$ cat src/rtl/decode_pipe_stage.sv
// decode_pipe_stage
//   Registered RV32I decode stage between fetch and execute. Decodes the
//   incoming instruction combinationally and captures the control bundle in
//   a one-entry output register. Adds illegal-instruction detection, an
//   optional custom-0 quantum-op decode, load-use bubble insertion, flush
//   and saturating performance counters.
//
// Ports
//   clk, rst          clock, synchronous active-high reset
//   in_valid/in_ready upstream handshake; in_instr, in_pc the instruction
//   flush             drops the held bundle and blocks acceptance this cycle
//   out_valid/out_ready downstream handshake
//   out_pc, out_rd, out_rs1, out_rs2, out_funct3   registered fields
//   out_reg_wen .. out_illegal, out_wb_sel, out_alu_op  control bundle
//   cnt_decoded, cnt_bubbles, cnt_illegal          saturating counters
module decode_pipe_stage #(
  parameter int XLEN        = 32,
  parameter bit ENABLE_QEXT = 1'b1,
  parameter int CNT_W       = 16
) (
  input  logic             clk,
  input  logic             rst,
  input  logic             in_valid,
  output logic             in_ready,
  input  logic [31:0]      in_instr,
  input  logic [XLEN-1:0]  in_pc,
  input  logic             flush,
  output logic             out_valid,
  input  logic             out_ready,
  output logic [XLEN-1:0]  out_pc,
  output logic [4:0]       out_rd,
  output logic [4:0]       out_rs1,
  output logic [4:0]       out_rs2,
  output logic [2:0]       out_funct3,
  output logic             out_reg_wen,
  output logic             out_a_sel,
  output logic             out_b_sel,
  output logic             out_mem_read,
  output logic             out_mem_rw,
  output logic             out_brun,
  output logic             out_branch,
  output logic             out_jump,
  output logic             out_q_op,
  output logic             out_illegal,
  output logic [1:0]       out_wb_sel,
  output logic [3:0]       out_alu_op,
  output logic [CNT_W-1:0] cnt_decoded,
  output logic [CNT_W-1:0] cnt_bubbles,
  output logic [CNT_W-1:0] cnt_illegal
);

  localparam logic [6:0] OPC_OP     = 7'b0110011;
  localparam logic [6:0] OPC_OP_IMM = 7'b0010011;
  localparam logic [6:0] OPC_LOAD   = 7'b0000011;
  localparam logic [6:0] OPC_STORE  = 7'b0100011;
  localparam logic [6:0] OPC_BRANCH = 7'b1100011;
  localparam logic [6:0] OPC_JAL    = 7'b1101111;
  localparam logic [6:0] OPC_JALR   = 7'b1100111;
  localparam logic [6:0] OPC_LUI    = 7'b0110111;
  localparam logic [6:0] OPC_AUIPC  = 7'b0010111;
  localparam logic [6:0] OPC_CUST0  = 7'b0001011;

  localparam logic [3:0] ALU_ADD  = 4'd0;
  localparam logic [3:0] ALU_SUB  = 4'd1;
  localparam logic [3:0] ALU_AND  = 4'd2;
  localparam logic [3:0] ALU_OR   = 4'd3;
  localparam logic [3:0] ALU_XOR  = 4'd4;
  localparam logic [3:0] ALU_SLL  = 4'd5;
  localparam logic [3:0] ALU_SRL  = 4'd6;
  localparam logic [3:0] ALU_SRA  = 4'd7;
  localparam logic [3:0] ALU_SLT  = 4'd8;
  localparam logic [3:0] ALU_SLTU = 4'd9;
  localparam logic [3:0] ALU_PASS = 4'd10;
  localparam logic [3:0] ALU_QOP  = 4'd15;

  localparam logic [6:0] F7_ZERO = 7'h00;
  localparam logic [6:0] F7_ALT  = 7'h20;
  localparam logic [CNT_W-1:0] CNT_ONE = 1;

  typedef struct packed {
    logic       reg_wen;
    logic       a_sel;
    logic       b_sel;
    logic       mem_read;
    logic       mem_rw;
    logic       brun;
    logic       branch;
    logic       jump;
    logic       q_op;
    logic       illegal;
    logic [1:0] wb_sel;
    logic [3:0] alu_op;
  } ctrl_t;

  ctrl_t            dec, ctl_q;
  logic             legal, use_rs1, use_rs2;
  logic             hazard, accept, bubble;
  logic [XLEN-1:0]  pc_q;
  logic [4:0]       rd_q, rs1_q, rs2_q;
  logic [2:0]       f3_q;

  logic [6:0] opc, f7;
  logic [2:0] f3;
  logic [4:0] rs1, rs2;
  assign opc = in_instr[6:0];
  assign f3  = in_instr[14:12];
  assign f7  = in_instr[31:25];
  assign rs1 = in_instr[19:15];
  assign rs2 = in_instr[24:20];

  // Register-register / immediate ALU op selected by funct3 alone; the
  // funct7 alternates (SUB, SRA) are patched in by the caller.
  function automatic logic [3:0] f3_alu(input logic [2:0] f);
    case (f)
      3'b000:  f3_alu = ALU_ADD;
      3'b001:  f3_alu = ALU_SLL;
      3'b010:  f3_alu = ALU_SLT;
      3'b011:  f3_alu = ALU_SLTU;
      3'b100:  f3_alu = ALU_XOR;
      3'b101:  f3_alu = ALU_SRL;
      3'b110:  f3_alu = ALU_OR;
      default: f3_alu = ALU_AND;
    endcase
  endfunction

  function automatic logic [CNT_W-1:0] sat_inc(input logic [CNT_W-1:0] c);
    sat_inc = (&c) ? c : c + CNT_ONE;
  endfunction

  // Combinational decode. Register-use flags follow the opcode only, so an
  // instruction with a bad field still stalls behind a load like its legal
  // sibling would.
  always_comb begin
    dec     = '0;
    legal   = 1'b0;
    use_rs1 = 1'b0;
    use_rs2 = 1'b0;
    case (opc)
      OPC_OP: begin
        use_rs1        = 1'b1;
        use_rs2        = 1'b1;
        dec.reg_wen    = 1'b1;
        dec.wb_sel     = 2'b01;
        dec.alu_op     = f3_alu(f3);
        legal          = (f7 == F7_ZERO) ||
                         ((f7 == F7_ALT) && (f3 == 3'b000 || f3 == 3'b101));
        if (f7 == F7_ALT && f3 == 3'b000) dec.alu_op = ALU_SUB;
        if (f7 == F7_ALT && f3 == 3'b101) dec.alu_op = ALU_SRA;
      end
      OPC_OP_IMM: begin
        use_rs1        = 1'b1;
        dec.reg_wen    = 1'b1;
        dec.b_sel      = 1'b1;
        dec.wb_sel     = 2'b01;
        dec.alu_op     = f3_alu(f3);
        legal          = 1'b1;
        // Only the shift-immediates carry funct7 semantics.
        if (f3 == 3'b001) legal = (f7 == F7_ZERO);
        if (f3 == 3'b101) begin
          legal = (f7 == F7_ZERO) || (f7 == F7_ALT);
          if (f7 == F7_ALT) dec.alu_op = ALU_SRA;
        end
      end
      OPC_LOAD: begin
        use_rs1        = 1'b1;
        dec.reg_wen    = 1'b1;
        dec.b_sel      = 1'b1;
        dec.mem_read   = 1'b1;
        dec.wb_sel     = 2'b00;
        dec.alu_op     = ALU_ADD;
        legal          = 1'b1;
      end
      OPC_STORE: begin
        use_rs1        = 1'b1;
        use_rs2        = 1'b1;
        dec.b_sel      = 1'b1;
        dec.mem_rw     = 1'b1;
        dec.alu_op     = ALU_ADD;
        legal          = 1'b1;
      end
      OPC_BRANCH: begin
        use_rs1        = 1'b1;
        use_rs2        = 1'b1;
        dec.branch     = 1'b1;
        dec.a_sel      = 1'b1;
        dec.b_sel      = 1'b1;
        dec.brun       = f3[2] & f3[1];
        dec.alu_op     = ALU_SUB;
        legal          = !(f3 == 3'b010 || f3 == 3'b011);
      end
      OPC_JAL: begin
        dec.jump       = 1'b1;
        dec.reg_wen    = 1'b1;
        dec.a_sel      = 1'b1;
        dec.b_sel      = 1'b1;
        dec.wb_sel     = 2'b10;
        dec.alu_op     = ALU_ADD;
        legal          = 1'b1;
      end
      OPC_JALR: begin
        use_rs1        = 1'b1;
        dec.jump       = 1'b1;
        dec.reg_wen    = 1'b1;
        dec.b_sel      = 1'b1;
        dec.wb_sel     = 2'b10;
        dec.alu_op     = ALU_ADD;
        legal          = (f3 == 3'b000);
      end
      OPC_LUI: begin
        dec.reg_wen    = 1'b1;
        dec.b_sel      = 1'b1;
        dec.wb_sel     = 2'b01;
        dec.alu_op     = ALU_PASS;
        legal          = 1'b1;
      end
      OPC_AUIPC: begin
        dec.reg_wen    = 1'b1;
        dec.a_sel      = 1'b1;
        dec.b_sel      = 1'b1;
        dec.wb_sel     = 2'b01;
        dec.alu_op     = ALU_ADD;
        legal          = 1'b1;
      end
      OPC_CUST0: begin
        if (ENABLE_QEXT) begin
          use_rs1      = 1'b1;
          use_rs2      = 1'b1;
          dec.q_op     = 1'b1;
          dec.reg_wen  = 1'b1;
          dec.wb_sel   = 2'b11;
          dec.alu_op   = ALU_QOP;
          legal        = 1'b1;
        end
      end
      default: legal = 1'b0;
    endcase
    // Illegal instructions still flow downstream, but with no side effects.
    if (!legal) begin
      dec         = '0;
      dec.illegal = 1'b1;
    end
  end

  // Load-use: the held bundle is a load whose result the incoming
  // instruction needs; it cannot be forwarded in time.
  assign hazard = out_valid && ctl_q.mem_read && (rd_q != 5'd0) && in_valid &&
                  ((use_rs1 && rs1 == rd_q) || (use_rs2 && rs2 == rd_q));

  assign in_ready = (!out_valid || out_ready) && !hazard && !flush;
  assign accept   = in_valid && in_ready;
  assign bubble   = hazard && out_ready && !flush;

  always_ff @(posedge clk) begin
    if (rst) begin
      out_valid   <= 1'b0;
      ctl_q       <= '0;
      pc_q        <= '0;
      rd_q        <= '0;
      rs1_q       <= '0;
      rs2_q       <= '0;
      f3_q        <= '0;
      cnt_decoded <= '0;
      cnt_bubbles <= '0;
      cnt_illegal <= '0;
    end else begin
      if (flush) begin
        out_valid <= 1'b0;
      end else if (accept) begin
        out_valid   <= 1'b1;
        ctl_q       <= dec;
        pc_q        <= in_pc;
        rd_q        <= in_instr[11:7];
        rs1_q       <= rs1;
        rs2_q       <= rs2;
        f3_q        <= f3;
        cnt_decoded <= sat_inc(cnt_decoded);
        if (dec.illegal) cnt_illegal <= sat_inc(cnt_illegal);
      end else if (out_ready) begin
        out_valid <= 1'b0;
      end
      if (bubble) cnt_bubbles <= sat_inc(cnt_bubbles);
    end
  end

  assign out_pc       = pc_q;
  assign out_rd       = rd_q;
  assign out_rs1      = rs1_q;
  assign out_rs2      = rs2_q;
  assign out_funct3   = f3_q;
  assign out_reg_wen  = ctl_q.reg_wen;
  assign out_a_sel    = ctl_q.a_sel;
  assign out_b_sel    = ctl_q.b_sel;
  assign out_mem_read = ctl_q.mem_read;
  assign out_mem_rw   = ctl_q.mem_rw;
  assign out_brun     = ctl_q.brun;
  assign out_branch   = ctl_q.branch;
  assign out_jump     = ctl_q.jump;
  assign out_q_op     = ctl_q.q_op;
  assign out_illegal  = ctl_q.illegal;
  assign out_wb_sel   = ctl_q.wb_sel;
  assign out_alu_op   = ctl_q.alu_op;

endmodule

$ cat config.mk
export PLATFORM = sky130hd
export DESIGN_NAME = decode_pipe_stage
export DESIGN_NICKNAME = d
export VERILOG_FILES = /design/src/rtl/decode_pipe_stage.sv
export SDC_FILE = /design/constraint.sdc
export NUM_CORES = 1
export LEC_CHECK = 0
export ABC_AREA = 1
export BUFFER_PORTS_ARGS = -buffer_cell sky130_fd_sc_hd__buf_2
export CELL_PAD_IN_SITES_DETAIL_PLACEMENT = 0
export CELL_PAD_IN_SITES_GLOBAL_PLACEMENT = 1
export CORE_UTILIZATION = 31
export CTS_BUF_LIST = sky130_fd_sc_hd__clkbuf_16
export CTS_CLUSTER_SIZE = 30
export DETAILED_ROUTE_END_ITERATION = 7
export PLACE_DENSITY = 0.73
export SYNTH_ARGS = -nofsm -noshare
export SYNTH_HDL_FRONTEND = slang
export SYNTH_SLANG_ARGS = --single-unit
export TNS_END_PERCENT = 10
$ cat constraint.sdc
create_clock -name clk -period 1.9 [get_ports clk]
set_input_delay 0.38 -clock clk [delete_from_list [all_inputs] [get_ports clk]]
set_output_delay 0.38 -clock clk [all_outputs]
set_load 0.005 [all_outputs]
# After elaboration in Yosys (flattened, before gate mapping)
# Index checks and enable logic that the tools add are counted.
[totals]
reg_bits = 115
input_bits = 69
out_inout_bits = 116
elab_cells = 115
[op_classes]
addsub = 3
n_eq_ne = 19
n_mux = 23
bitwise = 5
reduce_logical = 44
[op_table]
columns = ["cell", "n"]
rows = [
  ["adder 16 x 1 -> 16 bit (second input constant)", 3],
  ["AND reduction 16 bit", 3],
  ["equality test 7 x 6 -> 1 bit (second input constant)", 4],
  ["case mux 4 bit (7 select lines)", 1],
  ["equality test 7 bit (second input constant)", 3],
  ["case mux 4 bit (5 select lines)", 1],
  ["2-to-1 mux 16 bit", 1],
  ["2-to-1 mux 4 bit", 4],
  ["OR reduction 8 bit", 2],
  ["equality test 7 x 5 -> 1 bit (second input constant)", 2],
  ["logical AND 1 bit", 14],
  ["2-to-1 mux 1 bit", 13],
  ["equality test 5 bit", 2],
  ["equality test 3 bit (second input constant)", 3],
  ["OR reduction 4 bit", 2],
  ["equality test 7 x 2 -> 1 bit (second input constant)", 1],
  ["equality test 7 x 4 -> 1 bit (second input constant)", 1],
  ["logical NOT 7 bit", 1],
  ["OR reduction 7 bit", 1],
  ["equality test 3 x 2 -> 1 bit (second input constant)", 2],
  ["logical OR 1 bit", 6],
  ["case mux 2 bit (3 select lines)", 1],
  ["OR reduction 6 bit", 1],
  ["case mux 1 bit (5 select lines)", 1],
  ["13 further kinds", 21],
]

# Longest topological paths before layout
[logic_depth]
ltp_word = 11
mapped_depth = 16
ltp_nobuf = 15

# Least setup slack after synthesis
# No wires, ideal clock.
[synth_timing]
path_type = "register to register"
startpoint = "register cnt_illegal[0]"
endpoint = "register cnt_illegal[11]"
setup_time_ns = 0.113
t_arrival_ns = 1.728
required_ns = 1.787
slack_ns = 0.059
path_stages_with_launch = 11
path_buffers = 0
synth_period_minus_slack_ns = 1.841
cell_sequence = "dfxtp_1 ha_1 nand2_1 nor3b_2 nand4_1 nor3_2 inv_2 nand2_2 nand2_1 nand2_1 nor2_1"
[synth_via]
elab_chain_cells = 3
word_cells_on_any_way = 4
cone_classes = "add/sub: 1; bitwise: 1; reduce/logical: 2"
[synth_rtl]
columns = ["item", "line", "source"]
rows = [
  ["start: declaration", "49", "output logic [CNT_W-1:0] cnt_illegal"],
  ["start signal: assignment", "277", "if (dec.illegal) cnt_illegal <= sat_inc(cnt_illegal);"],
  ["branches (longest 3 deep; another with adder 16 x 1 -> 16 bit)", "-", ""],
]
# Parallel ways; which one is timed is not known.
# A chain may end at the register's enable or synchronous reset.

# Worst setup path in the final report
[layout_timing]
startpoint = "register rd_q[2], in the netlist out_rd[2]"
endpoint = "output port in_ready"
[layout_via]
elab_chain_cells = 7
word_cells_on_any_way = 12
cone_classes = "eq/ne: 2; reduce/logical: 10"
[layout_rtl]
columns = ["item", "line", "source"]
rows = [
  ["start: declaration", "99", "logic [4:0] rd_q, rs1_q, rs2_q;"],
  ["start signal: assignment", "272", "rd_q <= in_instr[11:7];"],
  ["equality test 5 bit or nonzero test 5 bit (tied branches)", "247, 246", ""],
  ["logical AND 1 bit (on tied branches)", "247, 246", ""],
  ["logical OR 1 bit or logical AND 1 bit (tied branches)", "247, 246", ""],
  ["logical AND 1 bit *", "246", "assign hazard = out_valid && ctl_q.mem_read && (rd_q != 5'd0) && in_valid &&"],
  ["logical NOT 1 bit *", "249", "assign in_ready = (!out_valid || out_ready) && !hazard && !flush;"],
  ["logical AND 1 bit * (2 in a row)", "249", ""],
  ["end: declaration", "24", "output logic in_ready,"],
]
# Mark *: on every way between the ends. The rest lies on a longest branch, timed or not.

==> results by group <==
Power
  • Cell Pwr Density: 742.9 nW/um^2
  • Pwr Total: 6.134 mW
  • Leakage power: 3.862 nW
  • Worst VDD drop: 640.8 uV

Global routing
  • All-Layer GR Usage: 18.32%
  • Largest net degree at the start of global routing: 72
  • Vias in the first global route: 5,338
  • Initial antenna violation count: 0
  • First-pass GRT wire length: 26,440 microns
  • Total grt overflow: 0

Layout
  • Final Cell Area: 8257 sq um
  • Layout net count: 1,161
  • Most common cell after layout, fill and taps aside: nand2_1
  • Post-route core utilization: 47.57%
  • Final cell count without fillers: 1,327
  • # fillers: 1,847
  • Layout cell share with drive strength beyond 1: 36.84%
  • Multi-input gate area: 3024 sq um
  • Synth-to-Final Area Change: 49.00%
  • Antenna diodes: 0
  • Most frequent cells in the layout: 246 x nand2_1, 183 x buf_2, 107 x dfxtp_1
  • Combined flip-flop and latch cell area: 2317 sq um

Worst setup path
  • Crit Reg-Reg Startpoint: out_rd[2]$_SDFFE_PP0P_
  • CP endpoint kind: output pin
  • Crit path DAT: 1.73 ns
  • Worst EP required: 1.52 ns
  • Crit Path Class: register to output pin
  • Startpoint types: register
  • R2r setup slk: -0.08 ns
  • Worst Setup SP: out_rd[2]$_SDFFE_PP0P_
  • Crit path max fanout: 3

Clock tree
  • CTS clk-pin slew, worst paths: 0.06 ns
  • Clk Latency, worst-skew pair: 0.42 ns
  • Longest Clk Path Bufs: 2
  • TritonCTS clock tree: built
  • CTS Sinks: 115
  • CTS Buf Count: 17
  • Hold Buf Count CTS: 0
  • CTS HTree Levels: 4
  • Clock root buffer: clkbuf_16

Timing
  • Period utilization: 110.8%
  • Setup slack after layout: -0.2053 ns
  • Max Fclk: 0.4750 GHz
  • Minimum clock period: 2.105 ns
  • Fin. max-slew vios: 0
  • Final setup viols: 92
  • Worst slew pin tran: 0.4351 ns
  • Final hold vios: 0
  • Max-slew headroom: 70.69%
  • RSZ-0062 raised after global routing: yes
  • Hold Slack: 0.1788 ns
  • Setup TNS: -3.307 ns
  • Worst Skew: 0.009492 ns

Floorplan
  • Core Region: 17,360 sq um
  • Initial cell density of the core: 31.93%
  • Die width: 135.7 microns
  • I/O Pins: 185
  • Full die area: 18,410 sq um
  • Die Span Y: 135.7 microns
  • Num rows: 48

Routing
  • Vias per inst: 4.515
  • DRC: 0
  • Final WL: 17,140 microns
  • DRT antenna net count: 0
  • DR iter-0 viols: 241
  • DR WL/cell: 12.91 microns
  • Vias: 5,992
  • Initial DRT Pass Iterations: 4

Placement
  • Placed cell areas: 7363 sq um
  • Place WS: -0.2242 ns
  • Detailed placement HPWL: 12,320 microns
  • # port buffers: 184
  • Placed Cells: 1,289
  • GPL Wtd Cong: 0.8393

Worst hold path
  • Hold path startpoint: flush
  • Worst Hold Class: input port to register

Synthesis
  • Synth area leader: dfxtp_1
  • Synthesized net count: 888
  • Synth cell types: 39
  • Synth Cell Area: 5542 sq um
  • Flops & latches, synth: 115
  • Sequential fraction of the synthesis area: 41.54%
  • Share of the synthesized area in the top cell type: 41.54%
  • Avg Inst Size Synth: 6.791 sq um
  • Synth warn: 0
  • Post-Synthesis Cells: 816
  • Top post-synthesis cells by area: dfxtp_1 42%, nand2_1 17%, a21oi_1 8.8%

Run status
  • Failing checks: negative setup slack
  • Outcome: complete, but fails checks

Run
  • Max-Cap Viols: 0
-- layout make-up --
cell class / count / share of cell area (%)
inverter: 64 / 2.970
clock buffer: 17 / 5.152
clock inverter: 15 / 1.455
sequential: 115 / 28.06
tap: 225 / 3.410
multi-input combinational: 606 / 36.63
timing repair buffer: 285 / 22.32
-- timing repair --
item	CTS	global route
pin swaps	9	51
setup buffers	3	3
resized for setup	22	75
gates cloned	0	1
endpoints found under the setup margin	4	114
-- power breakdown --
group	leakage (nW)	internal (mW)	switching (mW)
Sequential	0.938	2.48	0.0381
Combinational	2.66	0.298	0.335
Clock	0.263	1.70	1.29
-- synth_stat cells (all sizes together) --
master and count:
nor2 122, ha 3, xor2 10, a21oi 99, clkbuf 11, o21a 2, nand2 259, buf 20
nor3 7, o31ai 1, o211ai 1, a211oi 2, clkinv 1, xnor2 10, a31oi 1, nand3 43
nor4 1, nand4 12, dfxtp 115, nand3b 2, nor3b 4, o21ai 27, inv 63
-- routing by layer --
layer	vias to the layer above	GRT usage (%)	routed length [microns]	share of wire, %
met2	148	28.57	7824	46
li1	3166	-	-	-
met3	10	6.510	1198	7.0
met4	0	5.618	146	0.85
met1	2668	23.47	7967	46
met5	-	0	0	0
-- flip-flops by register name, summed over array words and instances (netlist names), 2 cells and up --
signal and count:
out_pc 32, cnt_bubbles 16, cnt_decoded 16, cnt_illegal 16, out_rd 5, out_rs1 5, out_rs2 5, out_alu_op 4
out_funct3 3, out_wb_sel 2
-- critical path, stage by stage (launching register included) --
cell	delay [ns]
dfxtp_2	0.33
buf_4	0.13
xor2_1	0.13
nor2_1	0.09
nand4_1	0.15
nand2_2	0.12
nand2_2	0.06
buf_6	0.11
nand2_2	0.05
inv_2	0.03
buf_6	0.11
-- final timing paths --
kind | to | depth (start not counted)
worst max-delay path | in_ready | 10
worst min-delay path | out_valid$_SDFFE_PP0P_ | 2
worst max register to register | out_pc[5]$_SDFFE_PP0P_ | 13
worst min register to register | out_pc[14]$_SDFFE_PP0P_ | 2
-- logic make-up after synthesis --
kind of cell    share of synthesized area [%]
buf+inv                                 7.880
flops                                   41.54
compound gates                          12.67
xor+xnor                                3.161
fa+ha+maj                              0.6774
simple gates                            34.07
(Power assumes the default switching activity.)
